<file path="config.mk">
export PLATFORM = sky130hd
export DESIGN_NAME = pe_start_fifo_reader_flat
export DESIGN_NICKNAME = d
export VERILOG_FILES = /design/src/rtl/pe_start_fifo_reader_if.sv /design/src/rtl/pe_start_fifo_reader.sv /design/src/flat_wrapper.sv
export SDC_FILE = /design/constraint.sdc
export NUM_CORES = 1
export LEC_CHECK = 0
export ABC_AREA = 1
export CAP_MARGIN = 20
export CORE_UTILIZATION = 32
export DETAILED_ROUTE_END_ITERATION = 8
export GPL_TIMING_DRIVEN = 0
export PLACE_DENSITY = 0.81
export SYNTH_ARGS = -nofsm -noshare
export SYNTH_HDL_FRONTEND = slang
export SYNTH_SLANG_ARGS = --single-unit
</file>
<file path="constraint.sdc">
create_clock -name ap_clk -period 1.3 [get_ports ap_clk]
set_input_delay 0.26 -clock ap_clk [delete_from_list [all_inputs] [get_ports ap_clk]]
set_output_delay 0.26 -clock ap_clk [all_outputs]
set_load 0.005 [all_outputs]
</file>
<file path="src/rtl/pe_start_fifo_reader_if.sv">
// Bundles the start-FIFO read side and the downstream PE start/ready/done
// handshake into one bus.
// master: the reader (pops the FIFO and drives the PE start request).
// slave:  the environment (the FIFO plus the PE).
interface pe_start_fifo_reader_if #(
    parameter int DATA_WIDTH = 1
);
    logic                  if_empty_n;
    logic                  if_read;
    logic [DATA_WIDTH-1:0] if_dout;
    logic                  pe_ap_start;
    logic                  pe_ap_ready;
    logic                  pe_ap_done;
    logic [DATA_WIDTH-1:0] pe_token;

    modport master (
        input  if_empty_n,
        input  if_dout,
        input  pe_ap_ready,
        input  pe_ap_done,
        output if_read,
        output pe_ap_start,
        output pe_token
    );

    modport slave (
        output if_empty_n,
        output if_dout,
        output pe_ap_ready,
        output pe_ap_done,
        input  if_read,
        input  pe_ap_start,
        input  pe_token
    );
endinterface

</file>
<file path="src/rtl/pe_start_fifo_reader.sv">
// pe_start_fifo_reader
// Pops start tokens from a FIFO one at a time and hands each to a downstream
// PE through an ap_start/ap_ready/ap_done handshake. Only one token is ever
// outstanding. A done pulse that arrives when no start is pending or accepted
// is a protocol violation and sets the sticky error flag.
// Optional feature: define PE_START_FIFO_READER_CNT_EN to get free-running
// 32-bit start/done handshake counters; otherwise both read as constant 0.
module pe_start_fifo_reader #(
    parameter int DATA_WIDTH = 1
) (
    input  logic                           ap_clk,
    input  logic                           ap_rst_n,
    pe_start_fifo_reader_if.master         bus,
    output logic                           busy,
    output logic                           err_sticky,
    output logic [31:0]                    start_cnt,
    output logic [31:0]                    done_cnt
);

    typedef enum logic [1:0] {
        IDLE      = 2'd0,
        START     = 2'd1,
        WAIT_DONE = 2'd2
    } state_t;

    state_t                state;
    logic                  pe_ap_start_r;
    logic                  busy_r;
    logic                  err_r;
    logic [DATA_WIDTH-1:0] token_r;

    // Pop is combinational so a token can be taken in the same cycle it appears;
    // gated by reset so nothing is popped while the block is held in reset.
    assign bus.if_read     = ap_rst_n && (state == IDLE) && bus.if_empty_n;
    assign bus.pe_ap_start = pe_ap_start_r;
    assign bus.pe_token    = token_r;
    assign busy            = busy_r;
    assign err_sticky      = err_r;

    // Main handshake FSM with registered start/busy/error outputs.
    always_ff @(posedge ap_clk or negedge ap_rst_n) begin
        if (!ap_rst_n) begin
            state         <= IDLE;
            pe_ap_start_r <= 1'b0;
            busy_r        <= 1'b0;
            err_r         <= 1'b0;
            token_r       <= '0;
        end else begin
            case (state)
                IDLE: begin
                    if (bus.pe_ap_done) begin
                        err_r <= 1'b1;
                    end
                    if (bus.if_empty_n) begin
                        token_r       <= bus.if_dout;
                        state         <= START;
                        pe_ap_start_r <= 1'b1;
                        busy_r        <= 1'b1;
                    end
                end
                START: begin
                    if (bus.pe_ap_ready) begin
                        pe_ap_start_r <= 1'b0;
                        if (bus.pe_ap_done) begin
                            state  <= IDLE;
                            busy_r <= 1'b0;
                        end else begin
                            state <= WAIT_DONE;
                        end
                    end else if (bus.pe_ap_done) begin
                        err_r <= 1'b1;
                    end
                end
                WAIT_DONE: begin
                    if (bus.pe_ap_done) begin
                        state  <= IDLE;
                        busy_r <= 1'b0;
                    end
                end
                default: begin
                    state         <= IDLE;
                    pe_ap_start_r <= 1'b0;
                    busy_r        <= 1'b0;
                end
            endcase
        end
    end

`ifdef PE_START_FIFO_READER_CNT_EN
    logic [31:0] start_cnt_r;
    logic [31:0] done_cnt_r;
    logic        start_fire;
    logic        done_fire;

    assign start_fire = pe_ap_start_r && bus.pe_ap_ready;
    assign done_fire  = ((state == START) && bus.pe_ap_ready && bus.pe_ap_done) ||
                        ((state == WAIT_DONE) && bus.pe_ap_done);

    // Handshake counters; natural 32-bit wrap.
    always_ff @(posedge ap_clk or negedge ap_rst_n) begin
        if (!ap_rst_n) begin
            start_cnt_r <= 32'd0;
            done_cnt_r  <= 32'd0;
        end else begin
            if (start_fire) begin
                start_cnt_r <= start_cnt_r + 32'd1;
            end
            if (done_fire) begin
                done_cnt_r <= done_cnt_r + 32'd1;
            end
        end
    end

    assign start_cnt = start_cnt_r;
    assign done_cnt  = done_cnt_r;
`else
    assign start_cnt = 32'd0;
    assign done_cnt  = 32'd0;
`endif

endmodule

</file>
<file path="src/flat_wrapper.sv">
// flat-port wrapper written by rule: the top's interface ports become plain ports
module pe_start_fifo_reader_flat 
#(
    parameter int DATA_WIDTH = 1
)
  (ap_clk, ap_rst_n, busy, err_sticky, start_cnt, done_cnt, bus_if_empty_n, bus_if_dout, bus_pe_ap_ready, bus_pe_ap_done, bus_if_read, bus_pe_ap_start, bus_pe_token);
  pe_start_fifo_reader_if #(.DATA_WIDTH(DATA_WIDTH)) bus_i ();
  input  logic ap_clk;
  input  logic ap_rst_n;
  output logic busy;
  output logic err_sticky;
  output logic [31:0] start_cnt;
  output logic [31:0] done_cnt;
  input wire logic [$bits(bus_i.if_empty_n)-1:0] bus_if_empty_n;
  input wire logic [$bits(bus_i.if_dout)-1:0] bus_if_dout;
  input wire logic [$bits(bus_i.pe_ap_ready)-1:0] bus_pe_ap_ready;
  input wire logic [$bits(bus_i.pe_ap_done)-1:0] bus_pe_ap_done;
  output wire logic [$bits(bus_i.if_read)-1:0] bus_if_read;
  output wire logic [$bits(bus_i.pe_ap_start)-1:0] bus_pe_ap_start;
  output wire logic [$bits(bus_i.pe_token)-1:0] bus_pe_token;
  assign bus_i.if_empty_n = bus_if_empty_n;
  assign bus_i.if_dout = bus_if_dout;
  assign bus_i.pe_ap_ready = bus_pe_ap_ready;
  assign bus_i.pe_ap_done = bus_pe_ap_done;
  assign bus_if_read = bus_i.if_read;
  assign bus_pe_ap_start = bus_i.pe_ap_start;
  assign bus_pe_token = bus_i.pe_token;
  pe_start_fifo_reader #(.DATA_WIDTH(DATA_WIDTH)) u_core (.ap_clk(ap_clk), .ap_rst_n(ap_rst_n), .bus(bus_i), .busy(busy), .err_sticky(err_sticky), .start_cnt(start_cnt), .done_cnt(done_cnt));
endmodule
</file>
==> run_results.csv, run 1 <==
group,metric,value,unit
outcome,status,"complete, but fails checks",
outcome,violations,"setup timing",
place,dp_slack,-0.551,ns
synthesis,netlist_top_cells_area,"buf_4 (55%), dfrtp_1 (17%), nand2_1 (7.3%), ha_1 (5.7%), inv_1 (3.0%)",
sta,drv_slew,0,
sta,setup_viol,2,
synthesis,synth_most_common_cell,"buf_4",
global_routing,grt_max_degree,8,
floorplanning,die_width,54.3,µm
cts,root_buffer,"clkbuf_4",
place,post-dp-hpwl,1230,µm
power,combPwrFrac,70.1,%
power,clockPowerShare,10.5,%
synthesis,ys_seq_elements,6,
worst_setup_path,rr_startpoint,"u_core.state[0]",
global_routing,grt_pass1_wl,2090,µm
floorplanning,rows,18,
route,totalWireLength,1640,µm
global_routing,grt_usage,10.4,%
route,routed_via_density,3.16,
cts,cts.htree.levels,1,
route,ant_nets,0,
synthesis,netlist.area_leader.share,54.9,%
global_routing,antenna_found_initial,0,
min_path,holdPathStages,2,
synthesis,synthCells,115,
cts,path_clk_slew,0.04,ns
synthesis,synth-async-reset-ratio,100,%
cells_and_area,final_util,54.8,%
cts,clk_latency,0.24,ns
worst_setup_path,r2r_cells,9,
sta,rsz0062_at_grt,"yes",
power,vdd_ir_drop_max,0.726,mV
sta,hold_viol,0,
worst_setup_path,arrival,1.57,ns
job,cap_violations,0,
synthesis,seq_area_frac_synth,17.2,%
cts,numClockSinks,6,
floorplanning,start_util,34.7,%
worst_setup_path,setup.worst_path.start_class,"flop",
place,gp_congestion,0.765,
cts,cts_buffers,3,
floorplanning,fp.dieH,54.3,µm
sta,fin_crit,1.44,ns
route,first_pass_iters,3,
synthesis,yosys_warnings,0,
cts,cts_max_path_buffers,2,
power,switching_share,39.8,%
cts,cts_tree,"done",
route,drc,0,
power,internal_power,953,µW
cells_and_area,areaGrowthSynthToFinish,58.1,%
worst_setup_path,path_class,"flop to flop",
power,pwr-share-seq,19.4,%
place,port-buffer-count,10,
cells_and_area,nets,214,
worst_setup_path,cp_max_fo,2,
min_path,whs_endpoint,"u_core.busy",
worst_setup_path,crit_path_end_kind,"flop",
min_path,hold_start,"u_core.busy",
floorplanning,dieArea,0.00295,mm²
worst_setup_path,required,1.42,ns
global_routing,grt_pass1_vias,543,
cells_and_area,fill_cells,247,
sta,setup_ws,-0.142,ns
route,wl_per_cell,7.07,µm
min_path,hold_path.class,"flop to flop",
route,vias,734,
sta,fin_crit_sh,111,%
power,leakage,0.000902,µW
sta,finalClockSkew,0.000991,ns
floorplanning,io_pins,75,
global_routing,overflow,0,
cells_and_area,drive_gt1_share,44.6,%
cells_and_area,final_area,0.00138,mm²
worst_setup_path,reg2reg_slack,-0.14,ns
cells_and_area,antenna-diode-count,0,
place,placed_cell_area,0.00125,mm²
synthesis,ys_top_cells_by_count,"buf_4 (64), nand2_1 (17), inv_1 (7)",
sta,clock.fmax,694,MHz
synthesis,yosysUniqueCellTypes,14,
power,power_per_cell_area,1150,mW/mm²
synthesis,ys.flop_type,"dfrtp_1",
power,power.switching,631,µW
synthesis,synth_area_per_cell,7.61,µm²
synthesis,synth_edf_count,0,
sta,whs,0.467,ns
synthesis,yosysTopAreaCell,"buf_4",
worst_setup_path,r2r_end,"u_core.bus.pe_token",
power,power,1580,µW
synthesis,synth_area,875,µm²
floorplanning,fp.coreArea,0.00252,mm²
route,dr.first_iter.drc_count,1,
[state kept, by name, indices dropped and copies added (netlist names)]
register	cells
u_core.state	2
u_core.bus.pe_ap_start	1
u_core.bus.pe_token	1
u_core.busy	1
u_core.err_sticky	1
[how the worst max path moves through the flow]
| stage | from | depth (start not counted) | slack (ns) | to |
|---|---|---|---|---|
| after floorplan | u_core.state[0] | 4 | 0.12 | bus_if_read |
| after global placement | ap_rst_n | 4 | -0.54 | bus_if_read |
| after detailed placement | ap_rst_n | 4 | -0.55 | bus_if_read |
| after CTS | u_core.state[1] | 5 | -0.08 | bus_if_read |
| after global routing | u_core.state[0] | 9 | -0.18 | u_core.bus.pe_token |
| final | u_core.state[0] | 9 | -0.14 | u_core.bus.pe_token |
[cells in the final DEF (no fill, tap or decap), types with 3 or more instances in the layout]
cell,Yosys,routed
buf_4,64,74
clkbuf_4,0,3
clkdlybuf4s50_1,0,3
conb_1,1,64
dfrtp_1,6,6
dlygate4sd2_1,0,6
inv_1,7,5
inv_2,1,3
nand2_1,17,15
nand2_2,2,3
nand3_1,4,4
nand4_1,3,3
[metrics by stage]
step | setup TNS [ns] | instances
floorplan | 0 | 178
global placement | -0.610 | 218
detailed placement | -0.640 | 218
CTS | -0.109 | 231
global route | -0.317 | 232
finish | -0.221 | 232
[power groups by stage]
stage | Combinational, µW | Sequential, µW | Clock [µW]
final | 1110 | 307 | 167
after detailed placement | 787 | 316 | 0
after global routing | 1210 | 313 | 187
after floorplan | 582 | 313 | 0
after global placement | 774 | 311 | 0
after CTS | 999 | 302 | 180
[cell type report]
| type | count | area [µm²] | share of cell area [%] |
|---|---|---|---|
| multi-input cells | 100 | 483 | 34.9 |
| clock buffers | 3 | 22.5 | 1.63 |
| flip-flops and latches | 6 | 150 | 10.9 |
| well taps | 30 | 37.5 | 2.71 |
| plain buffers | 64 | 480 | 34.8 |
| inverters | 8 | 30.0 | 2.17 |
| repair buffers | 21 | 179 | 12.9 |
[repair_timing]
item / 4_1_cts / 5_1_grt
pin swaps: 2 / 2
setup buffers: 9 / 1
endpoints found under the setup margin: 5 / 4
hold buffers: 1 / 0
gates resized for setup: 15 / 6
endpoints found under the hold margin: 6 / 0
[routing by layer]
metal | track usage (%) | vias to the layer above | wire length [µm]
li1 | - | 397 | -
met1 | 8.70 | 293 | 502
met2 | 20.7 | 38 | 975
met3 | 1.67 | 6 | 123
met4 | 8.55 | 0 | 39
met5 | 0 | - | 0
[kinds of logic (layout without fill, tap and decap cells)]
group	Yosys count	in the layout	share of synthesized area (%)
and+or+nand+nor	31	31	17.5
adders and majority gates	4	4	5.72
AOI/OAI and AO/OA	1	1	0.859
other	1	64	0.429
DFF	6	6	17.2
buffers and inverters	72	96	58.4
[critical path, cell delays in order, from the launching register on]
cell and delay (ns):
dfrtp_1 0.39, inv_2 0.09, ha_4 0.16, nand2_4 0.05
buf_4 0.14, buf_4 0.13, buf_4 0.12, buf_4 0.12
nand2_1 0.06, nand2_1 0.06
(Power assumes the default switching activity.)
==> inputs of run 2 (changes only) <==
CORE_MARGIN = 1   (was not set)
clock period = 1.4 ns   (was 1.3 ns; I/O delays follow)
==> run 2 against run 1 <==
The run still ends with setup timing left. Via count down 1.4%. Power down 7.2%. Flip-flop and latch count did not move. Clock power fell by 7%. Sequential share of layout area barely moved. Sequential power is 7.5% lower. First-iteration DRC count did not move. Worst hold slack got worse by 0.46 ns. Core utilization fell by 0.20 points. Critical path type is now flop to output port. Largest power group unchanged. Highest routed layer unchanged.
==> run_results.csv, run 2 (synthesis results as in run 1) <==
group,metric,value,unit
route,first_pass_iters,3,
outcome,status,"complete, but fails checks",
floorplanning,fp.dieH,54.3,µm
worst_setup_path,required,1.12,ns
floorplanning,die_width,54.3,µm
sta,setup_tns,-0.0284,ns
cells_and_area,areaGrowthSynthToFinish,57.5,%
worst_setup_path,r2r_cells,9,
place,placed_cell_area,0.00125,mm²
floorplanning,io_pins,75,
place,gp_congestion,0.765,
cells_and_area,largest_reg_flops,2,
cts,path_clk_slew,0.04,ns
worst_setup_path,reg2reg_slack,-0.01,ns
worst_setup_path,rr_startpoint,"u_core.state[0]",
floorplanning,start_util,34.7,%
cts,numClockSinks,6,
outcome,violations,"setup timing",
sta,fin_crit_sh,102,%
global_routing,grt_max_degree,8,
route,vias,724,
sta,finalClockSkew,0.000917,ns
global_routing,antenna_found_initial,0,
worst_setup_path,arrival,1.14,ns
global_routing,grt_pass1_wl,2080,µm
route,routed_via_density,3.13,
global_routing,grt_pass1_vias,543,
floorplanning,rows,18,
place,port-buffer-count,10,
cts,cts.htree.levels,1,
power,leakage,0.000917,µW
sta,setup_ws,-0.0211,ns
cells_and_area,nets,213,
sta,setup_viol,2,
sta,rsz0062_at_grt,"yes",
sta,whs,0.0110,ns
worst_setup_path,cp_max_fo,2,
power,vdd_ir_drop_max,0.684,mV
cells_and_area,final_common_cell,"buf_4",
job,cap_violations,0,
cells_and_area,layout_common_cells,"buf_4 (74), conb_1 (64), nand2_1 (16), dfrtp_1 (6)",
cts,clk_latency,0.24,ns
route,ant_nets,0,
cts,root_buffer,"clkbuf_4",
floorplanning,dieArea,0.00295,mm²
global_routing,grt_usage,10.4,%
cells_and_area,largest-register,"u_core.state",
route,totalWireLength,1580,µm
sta,drv_slew,0,
worst_setup_path,setup.worst_path.start_class,"flop",
cells_and_area,drive_gt1_share,43.8,%
route,dr.first_iter.drc_count,1,
worst_setup_path,path_class,"flop to output port",
route,wl_per_cell,6.83,µm
cts,cts_tree,"done",
min_path,hold_path.class,"primary input to async pin",
global_routing,overflow,0,
sta,hold_viol,0,
cts,postCtsHoldBufs,0,
floorplanning,fp.coreArea,0.00252,mm²
place,post-dp-hpwl,1230,µm
sta,clock.fmax,704,MHz
cts,cts_max_path_buffers,2,
cells_and_area,antenna-diode-count,0,
cts,cts_buffers,3,
cells_and_area,final_area,0.00138,mm²
route,drc,0,
worst_setup_path,r2r_end,"u_core.bus.pe_token",
sta,fin_crit,1.42,ns
worst_setup_path,crit_path_end_kind,"output port",
power,power_per_cell_area,1070,mW/mm²
place,dp_slack,-0.491,ns
-- run 2: cell count changes in the layout (fill, tap and decap cells not counted), sizes merged --
cell,change
dlygate4sd2,-4
clkdlybuf4s50,+2
dlymetal6s2s,+2
dlygate4sd3,-1
-- run 2: how the worst max path moves through the flow --
stage                         start     endpoint
global placement           ap_rst_n  bus_if_read
finish              u_core.state[0]  bus_if_read
global route        u_core.state[0]  bus_if_read
CTS                 u_core.state[1]  bus_if_read
floorplan           u_core.state[0]  bus_if_read
detailed placement         ap_rst_n  bus_if_read
-- run 2: worst max-delay path, cell delays in order (launching register included) --
cell and delay (ns):
dfrtp_1 0.39, inv_2 0.09, ha_4 0.16, nand2_4 0.05, nor2_4 0.10, buf_6 0.11
-- run 2: timing repair --
action / in CTS / in global routing
pin swaps: 2 / 2
setup endpoints to repair: 1 / 4
gates resized for setup: 11 / 6
buffers inserted: 9 / 1
-- run 2: area by class of cell --
type	instances	area (µm²)
fillers	242	1140
well taps	30	37.5
multi-input cells	100	478
plain buffers	64	480
inverters	8	30.0
flip-flops and latches	6	150
repair buffers	20	179
clock buffers	3	22.5
-- run 2: routing by layer --
layer	part of all wire, %	global-route usage (%)	vias up
li1	-	-	394
met5	0	0	-
met2	60	20.9	36
met1	31	8.53	290
met3	7.3	1.67	4
met4	1.6	8.55	0
-- run 2: power breakdown --
part | leakage, µW | internal, µW | switching (µW)
clock network | 0.0000138 | 96.6 | 58.1
registers | 0.0000719 | 245 | 39.2
logic | 0.000831 | 557 | 475
total | 0.000917 | 898 | 572
-- run 2: per-stage QoR --
stage | util [%] | instances | power [µW]
after floorplan | - | 178 | 831
after global placement | 49.5 | 218 | 1010
after detailed placement | 49.5 | 218 | 1020
after CTS | 53.4 | 230 | 1400
after global routing | 54.6 | 231 | 1600
final | 54.6 | 231 | 1470
